[src/rtl/vseq_pkg.sv]
// Shared types and sizing helpers for the vector memory sequencer.
package vseq_pkg;

   localparam int unsigned VEC_W = 256;

   typedef enum logic [1:0] {IDLE, ACCESS, DONE} vseq_state_e;

   function automatic int unsigned beats_of(input int unsigned beat_w);
      return VEC_W / beat_w;
   endfunction

   // Counter width that stays legal when only one beat exists.
   function automatic int unsigned cnt_w(input int unsigned n);
      return (n > 1) ? $clog2(n) : 1;
   endfunction

endpackage

[src/rtl/vseq_watchdog.sv]
// Per-beat wait counter; expire fires on the TIMEOUT-th consecutive not-ready ACCESS cycle.
module vseq_watchdog #(
   parameter int unsigned TIMEOUT = 255
) (
   input  logic clk,
   input  logic rst,
   input  logic active,
   input  logic ready,
   output logic expire
);

   localparam int unsigned CW = $clog2(TIMEOUT + 1);

   logic [CW-1:0] cnt_q;

   always_ff @(posedge clk or negedge rst) begin
      if (!rst) begin
         cnt_q <= '0;
      end else if (!active || ready) begin
         cnt_q <= '0;
      end else begin
         cnt_q <= cnt_q + 1'b1;
      end
   end

   assign expire = active && !ready && (cnt_q == CW'(TIMEOUT - 1));

endmodule

[src/rtl/vector_mem_sequencer.sv]
// Splits a 256-bit vector load/store into BEAT_W-wide memory beats, stalling the pipeline meanwhile.
// Optional per-beat watchdog enabled by defining VSEQ_TIMEOUT_EN.
module vector_mem_sequencer
   import vseq_pkg::*;
#(
   parameter int unsigned N       = 24,
   parameter int unsigned BEAT_W  = 64,
   parameter int unsigned TIMEOUT = 255
) (
   input  logic              clk,
   input  logic              rst,
   input  logic              vMemOpM,
   input  logic              vWriteM,
   input  logic [N-1:0]      vAddrM,
   input  logic [VEC_W-1:0]  vWriteDataM,
   input  logic              mem_ready,
   input  logic [BEAT_W-1:0] mem_rdata,
   output logic [N-1:0]      mem_addr,
   output logic [BEAT_W-1:0] mem_wdata,
   output logic              mem_we,
   output logic              mem_re,
   output logic [VEC_W-1:0]  vReadDataM,
   output logic              stallM,
   output logic              done,
   output logic              err
);

   localparam int unsigned BEATS   = beats_of(BEAT_W);
   localparam int unsigned BEAT_CW = cnt_w(BEATS);

   vseq_state_e        state_q, state_d;
   logic [BEAT_CW-1:0] beat_q, beat_d;
   logic [N-1:0]       base_q;
   logic               write_q;
   logic [VEC_W-1:0]   data_q;
   logic [VEC_W-1:0]   rdata_q;
   logic               start;
   logic               accept;
   logic               last;
   logic               expire;

   assign start  = (state_q == IDLE) && vMemOpM;
   assign accept = (state_q == ACCESS) && mem_ready && !expire;
   assign last   = (beat_q == BEAT_CW'(BEATS - 1));

   always_ff @(posedge clk or negedge rst) begin
      if (!rst) begin
         state_q <= IDLE;
         beat_q  <= '0;
      end else begin
         state_q <= state_d;
         beat_q  <= beat_d;
      end
   end

   always_comb begin
      state_d = state_q;
      beat_d  = beat_q;
      unique case (state_q)
         IDLE: begin
            if (vMemOpM) begin
               state_d = ACCESS;
               beat_d  = '0;
            end
         end
         ACCESS: begin
            if (expire) begin
               state_d = DONE;
            end else if (mem_ready) begin
               if (last) state_d = DONE;
               else      beat_d  = beat_q + 1'b1;
            end
         end
         DONE:    state_d = IDLE;
         default: state_d = IDLE;
      endcase
   end

   always_comb begin
      mem_addr  = '0;
      mem_wdata = '0;
      mem_we    = 1'b0;
      mem_re    = 1'b0;
      if (state_q == ACCESS) begin
         mem_addr  = base_q + N'(beat_q);
         mem_wdata = data_q[beat_q*BEAT_W +: BEAT_W];
         mem_we    = write_q;
         mem_re    = !write_q;
      end
      // Gated by rst so every output reads 0 while reset is held.
      stallM = rst && ((state_q == ACCESS) || start);
      done   = (state_q == DONE);
   end

   always_ff @(posedge clk or negedge rst) begin
      if (!rst) begin
         base_q  <= '0;
         write_q <= 1'b0;
         data_q  <= '0;
         rdata_q <= '0;
      end else begin
         if (start) begin
            base_q  <= vAddrM;
            write_q <= vWriteM;
            data_q  <= vWriteDataM;
         end
         if (accept && !write_q) begin
            rdata_q[beat_q*BEAT_W +: BEAT_W] <= mem_rdata;
         end
      end
   end

   assign vReadDataM = rdata_q;

`ifdef VSEQ_TIMEOUT_EN
   logic err_q;

   vseq_watchdog #(
      .TIMEOUT(TIMEOUT)
   ) u_watchdog (
      .clk    (clk),
      .rst    (rst),
      .active (state_q == ACCESS),
      .ready  (mem_ready),
      .expire (expire)
   );

   always_ff @(posedge clk or negedge rst) begin
      if (!rst) begin
         err_q <= 1'b0;
      end else if (start) begin
         err_q <= 1'b0;
      end else if (expire) begin
         err_q <= 1'b1;
      end
   end

   assign err = err_q;
`else
   logic unused_timeout;
   assign unused_timeout = (TIMEOUT == 0);
   assign expire         = 1'b0;
   assign err            = 1'b0;
`endif

endmodule
[config.mk]
export PLATFORM = sky130hd
export DESIGN_NAME = vector_mem_sequencer
export DESIGN_NICKNAME = d
export VERILOG_FILES = /design/src/rtl/vseq_pkg.sv /design/src/rtl/vseq_watchdog.sv /design/src/rtl/vector_mem_sequencer.sv
export SDC_FILE = /design/constraint.sdc
export NUM_CORES = 1
export LEC_CHECK = 0
export CORE_MARGIN = 5
export CORE_UTILIZATION = 31
export DETAILED_ROUTE_END_ITERATION = 12
export PLACE_DENSITY = 0.65
export SETUP_SLACK_MARGIN = 0.5
export SLEW_MARGIN = 0
export SYNTH_ARGS = -nofsm -noshare
export SYNTH_HDL_FRONTEND = slang
export SYNTH_HIERARCHICAL = 1
export SYNTH_SLANG_ARGS = --single-unit
[constraint.sdc]
create_clock -name clk -period 6.91 [get_ports clk]
set_input_delay 0.691 -clock clk [delete_from_list [all_inputs] [get_ports clk]]
set_output_delay 0.691 -clock clk [all_outputs]
set_load 0.005 [all_outputs]
==> flow_summary.yaml <==
outcome:
  status: "finished clean"
sta:
  setup_ws_ns: 2.138
  worst_hold_slack_ns: 0.4775
  tightest_slew_ns: 1.109
  setup_viol_count_final: 0
  fin_crit_ns: 4.772
  relSlewSlack_pct: 26.07
  post-route-period-util_pct: 69.07
  skew_ns: 0.01499
  fin_tns_setup_ns: 0
  max_freq_mhz: 209.5
  slew_viol_final: 0
  rsz0062_at_grt: "no"
  hold_viol_final: 0
yosys:
  synth_compound_area_share_pct: 6.101
  yosys_warnings: 6
  ys_seq_area_share_pct: 58.37
  synth_top_family_by_area: "multiplexers"
  synth.top_cell.area_share_pct: 58.37
  synth_top_area_cell: "dfrtp_1"
  syn-instance-count: 1990
  synth_xor_area_share_pct: 0.4909
  synth_edf_count: 0
  synth_ff_type: "dfrtp_1"
  synth.avg_cell_area_um2: 11.66
  yosysMostFrequentCell: "dfrtp_1"
  synth.area.mux_share_pct: 19.85
  synth.cell_area_mm2: 0.02319
  synth-simple-area-share_pct: 12.03
  synth_commonest_cells: "dfrtp_1 (541), nand2_1 (523), mux2_2 (280)"
  ys_types: 44
  syn-num-nets: 2348
  ys_ff_latch: 541
  synthTopCellsByArea: "dfrtp_1 (58%), mux2_2 (14%), nand2_1 (8.5%)"
  ys_async_sr_fraction_pct: 100.0
  synthAdderAreaFrac_pct: 0.5179
global_route:
  antenna_found_initial: 31
  grt_max_degree: 166
  globalRouteTotalUtil_pct: 19.27
  grt_pass1_vias: 18690
  overflow: 0
  grt_pass1_wl_um: 120500
detailed_routing:
  via_count: 17820
  postRouteAntennaNets: 0
  wl_per_cell_um: 22.00
  drc_errors: 0
  wl_um: 80430
  drt_pre_antenna_iters: 5
  drt-initial-drc-count: 982
  viasPerCell: 4.876
placed_design:
  gp_congestion: 0.9068
  dp.cells: 3532
  place_hpwl_um: 58060
  io_buffers: 696
  place_area_mm2: 0.03104
  dp_slack_ns: 2.752
die:
  row_count: 100
  die_width_um: 283.5
  design.core.area_mm2: 0.07432
  die_y_um: 283.5
  initial_core_util_pct: 31.21
  io_pins: 698
  die_area_mm2: 0.08039
cells_and_area:
  nets: 2983
  final_cell_area_mm2: 0.03317
  drive_gt1_share_pct: 17.78
  nFillCells: 6847
  syn2layout_area_growth_pct: 42.99
  postLayoutCoreUtil_pct: 44.63
  fin_cells: 3655
  multi_input_area_mm2: 0.009110
  seq_area_mm2: 0.01355
power:
  ir_drop_uv: 264.3
  power.switching_mw: 4.826
  power_frac_comb_pct: 40.8
  power.density_mw_per_mm2: 450.4
  p_leak_nw: 13.29
  internal_power_mw: 10.11
  netSwitchingFraction_pct: 32.31
  p_clk_share_pct: 22.8
  power_mw: 14.94
  seq_power_share_pct: 36.4
min_path:
  hp-class: "reg2reg"
clock_network:
  clk_latency_ns: 0.61
  numCtsBuffers: 59
  cts.htree.levels: 2
  cts_tree: "done"
  cts-root-buf: "clkbuf_16"
  clk_path_buf_depth: 3
  cts_sinks: 541
  clk_pin_slew_ns: 0.07
critical_path:
  slowest_delay_ns: 0.99
  worst_setup_path_end_kind: "output port"
  startpoint: "beat_q[0]"
  cpMaxStageDelayCell: "dfrtp_4"
  ff2ff_path_depth: 7
  r2r_start: "beat_q[0]"
  path_cells: "ha_1 > fa_1 > nand4_1 > or4_1 > or3_1 > a21oi_1 > clkdlybuf4s50_1"
  r2r_slack_ns: 3.12
  crit_end: "mem_addr[18]"
  r2r_end: "vReadDataM[10]"
  critical_path_required_ns: 6.22
  startpoint_type: "flop"
  worstSetupPathType: "reg2out"
  critPathMaxFanout: 40
  cp.arrival_ns: 4.08
run:
  maxCapViolations: 0
==> kinds of logic after synthesis <==
logic type	count (synthesis)
AO/OA/AOI/OAI	279
XOR/XNOR	13
adder cells (fa/ha/maj)	9
buffers and inverters	147
flip-flops	541
multiplexers	345
other	1
AND/OR/NAND/NOR	655
==> power by group through the flow <==
stage | registers [mW] | clock network, mW | logic, mW
floorplan | 5.13 | 0 | 3.13
global placement | 5.43 | 0 | 6.04
detailed placement | 5.50 | 0 | 6.14
CTS | 5.46 | 3.48 | 6.19
global route | 5.61 | 3.61 | 6.59
finish | 5.43 | 3.41 | 6.09
==> how the worst min path moves through the flow <==
stage	slack, ns	endpoint	cells past startpoint	startpoint
finish	0.48	vReadDataM[192]	2	vReadDataM[192]
CTS	0.48	vReadDataM[217]	2	vReadDataM[217]
floorplan	0.40	base_q[0]	0	rst
detailed placement	0.47	vReadDataM[216]	2	vReadDataM[216]
global placement	0.46	vReadDataM[239]	2	vReadDataM[239]
global route	0.50	vReadDataM[22]	2	vReadDataM[22]
==> layout make-up <==
type                       instances  area share, %
multi-input combinational       1302          27.47
inverter                           5        0.05659
timing repair buffer             716          21.59
sequential                       541          40.84
antenna                           15         0.1132
clock buffer                      80          4.995
tap                              969          3.655
clock inverter                    27          1.279
==> repair_timing <==
item	CTS	global route
endpoints found under the setup margin	0	0
hold buffers	1	0
buffers inserted	0	0
resized for setup	0	0
endpoints found under the hold margin	42	0
==> registers in the layout, indices dropped and copies added, names as in the netlist <==
name	flops
data_q	256
vReadDataM	256
base_q	24
beat_q	2
state_q	2
write_q	1
==> layer usage <==
layer  GRT usage [%]  vias to the layer above  part of all wire, %
met2           32.08                      723                   48
met1           23.54                     8848                   40
met5               0                        -                 0.20
met4           5.472                       24                  2.6
li1                -                     8089                    -
met3           7.269                      138                  9.5
==> critical path: cells and delay by family, from the launching register on <==
| kind | cells | cell delay, ns |
|---|---|---|
| simple gates | 3 | 1.05 |
| fa+ha+maj | 2 | 0.63 |
| compound gates | 1 | 0.18 |
| flops | 1 | 0.99 |
| buf+inv | 1 | 0.56 |
==> cells in the final DEF (no fill, tap or decap), types with 3 or more instances in the layout <==
master           count
a21oi_1              9
and2_1              68
and4_1               3
buf_12               3
buf_4               16
bufinv_16           10
clkbuf_1            12
clkbuf_16           60
clkbuf_8             8
clkdlybuf4s50_1    695
clkinv_2             9
clkinvlp_4           3
dfrtp_1            539
diode_2             15
ha_1                 8
inv_1                4
mux2_2             280
mux4_2              64
nand2_1            519
nand2_4              4
nand3_1              6
nand4_1              9
nor2_1              15
nor3_4               3
o21ai_0            220
o21ai_1             42
o31ai_1              3
or3_1                6
or4_1                4
xnor2_1              5
xor2_1               8
Note: power is estimated with default switching activity, not from simulation.
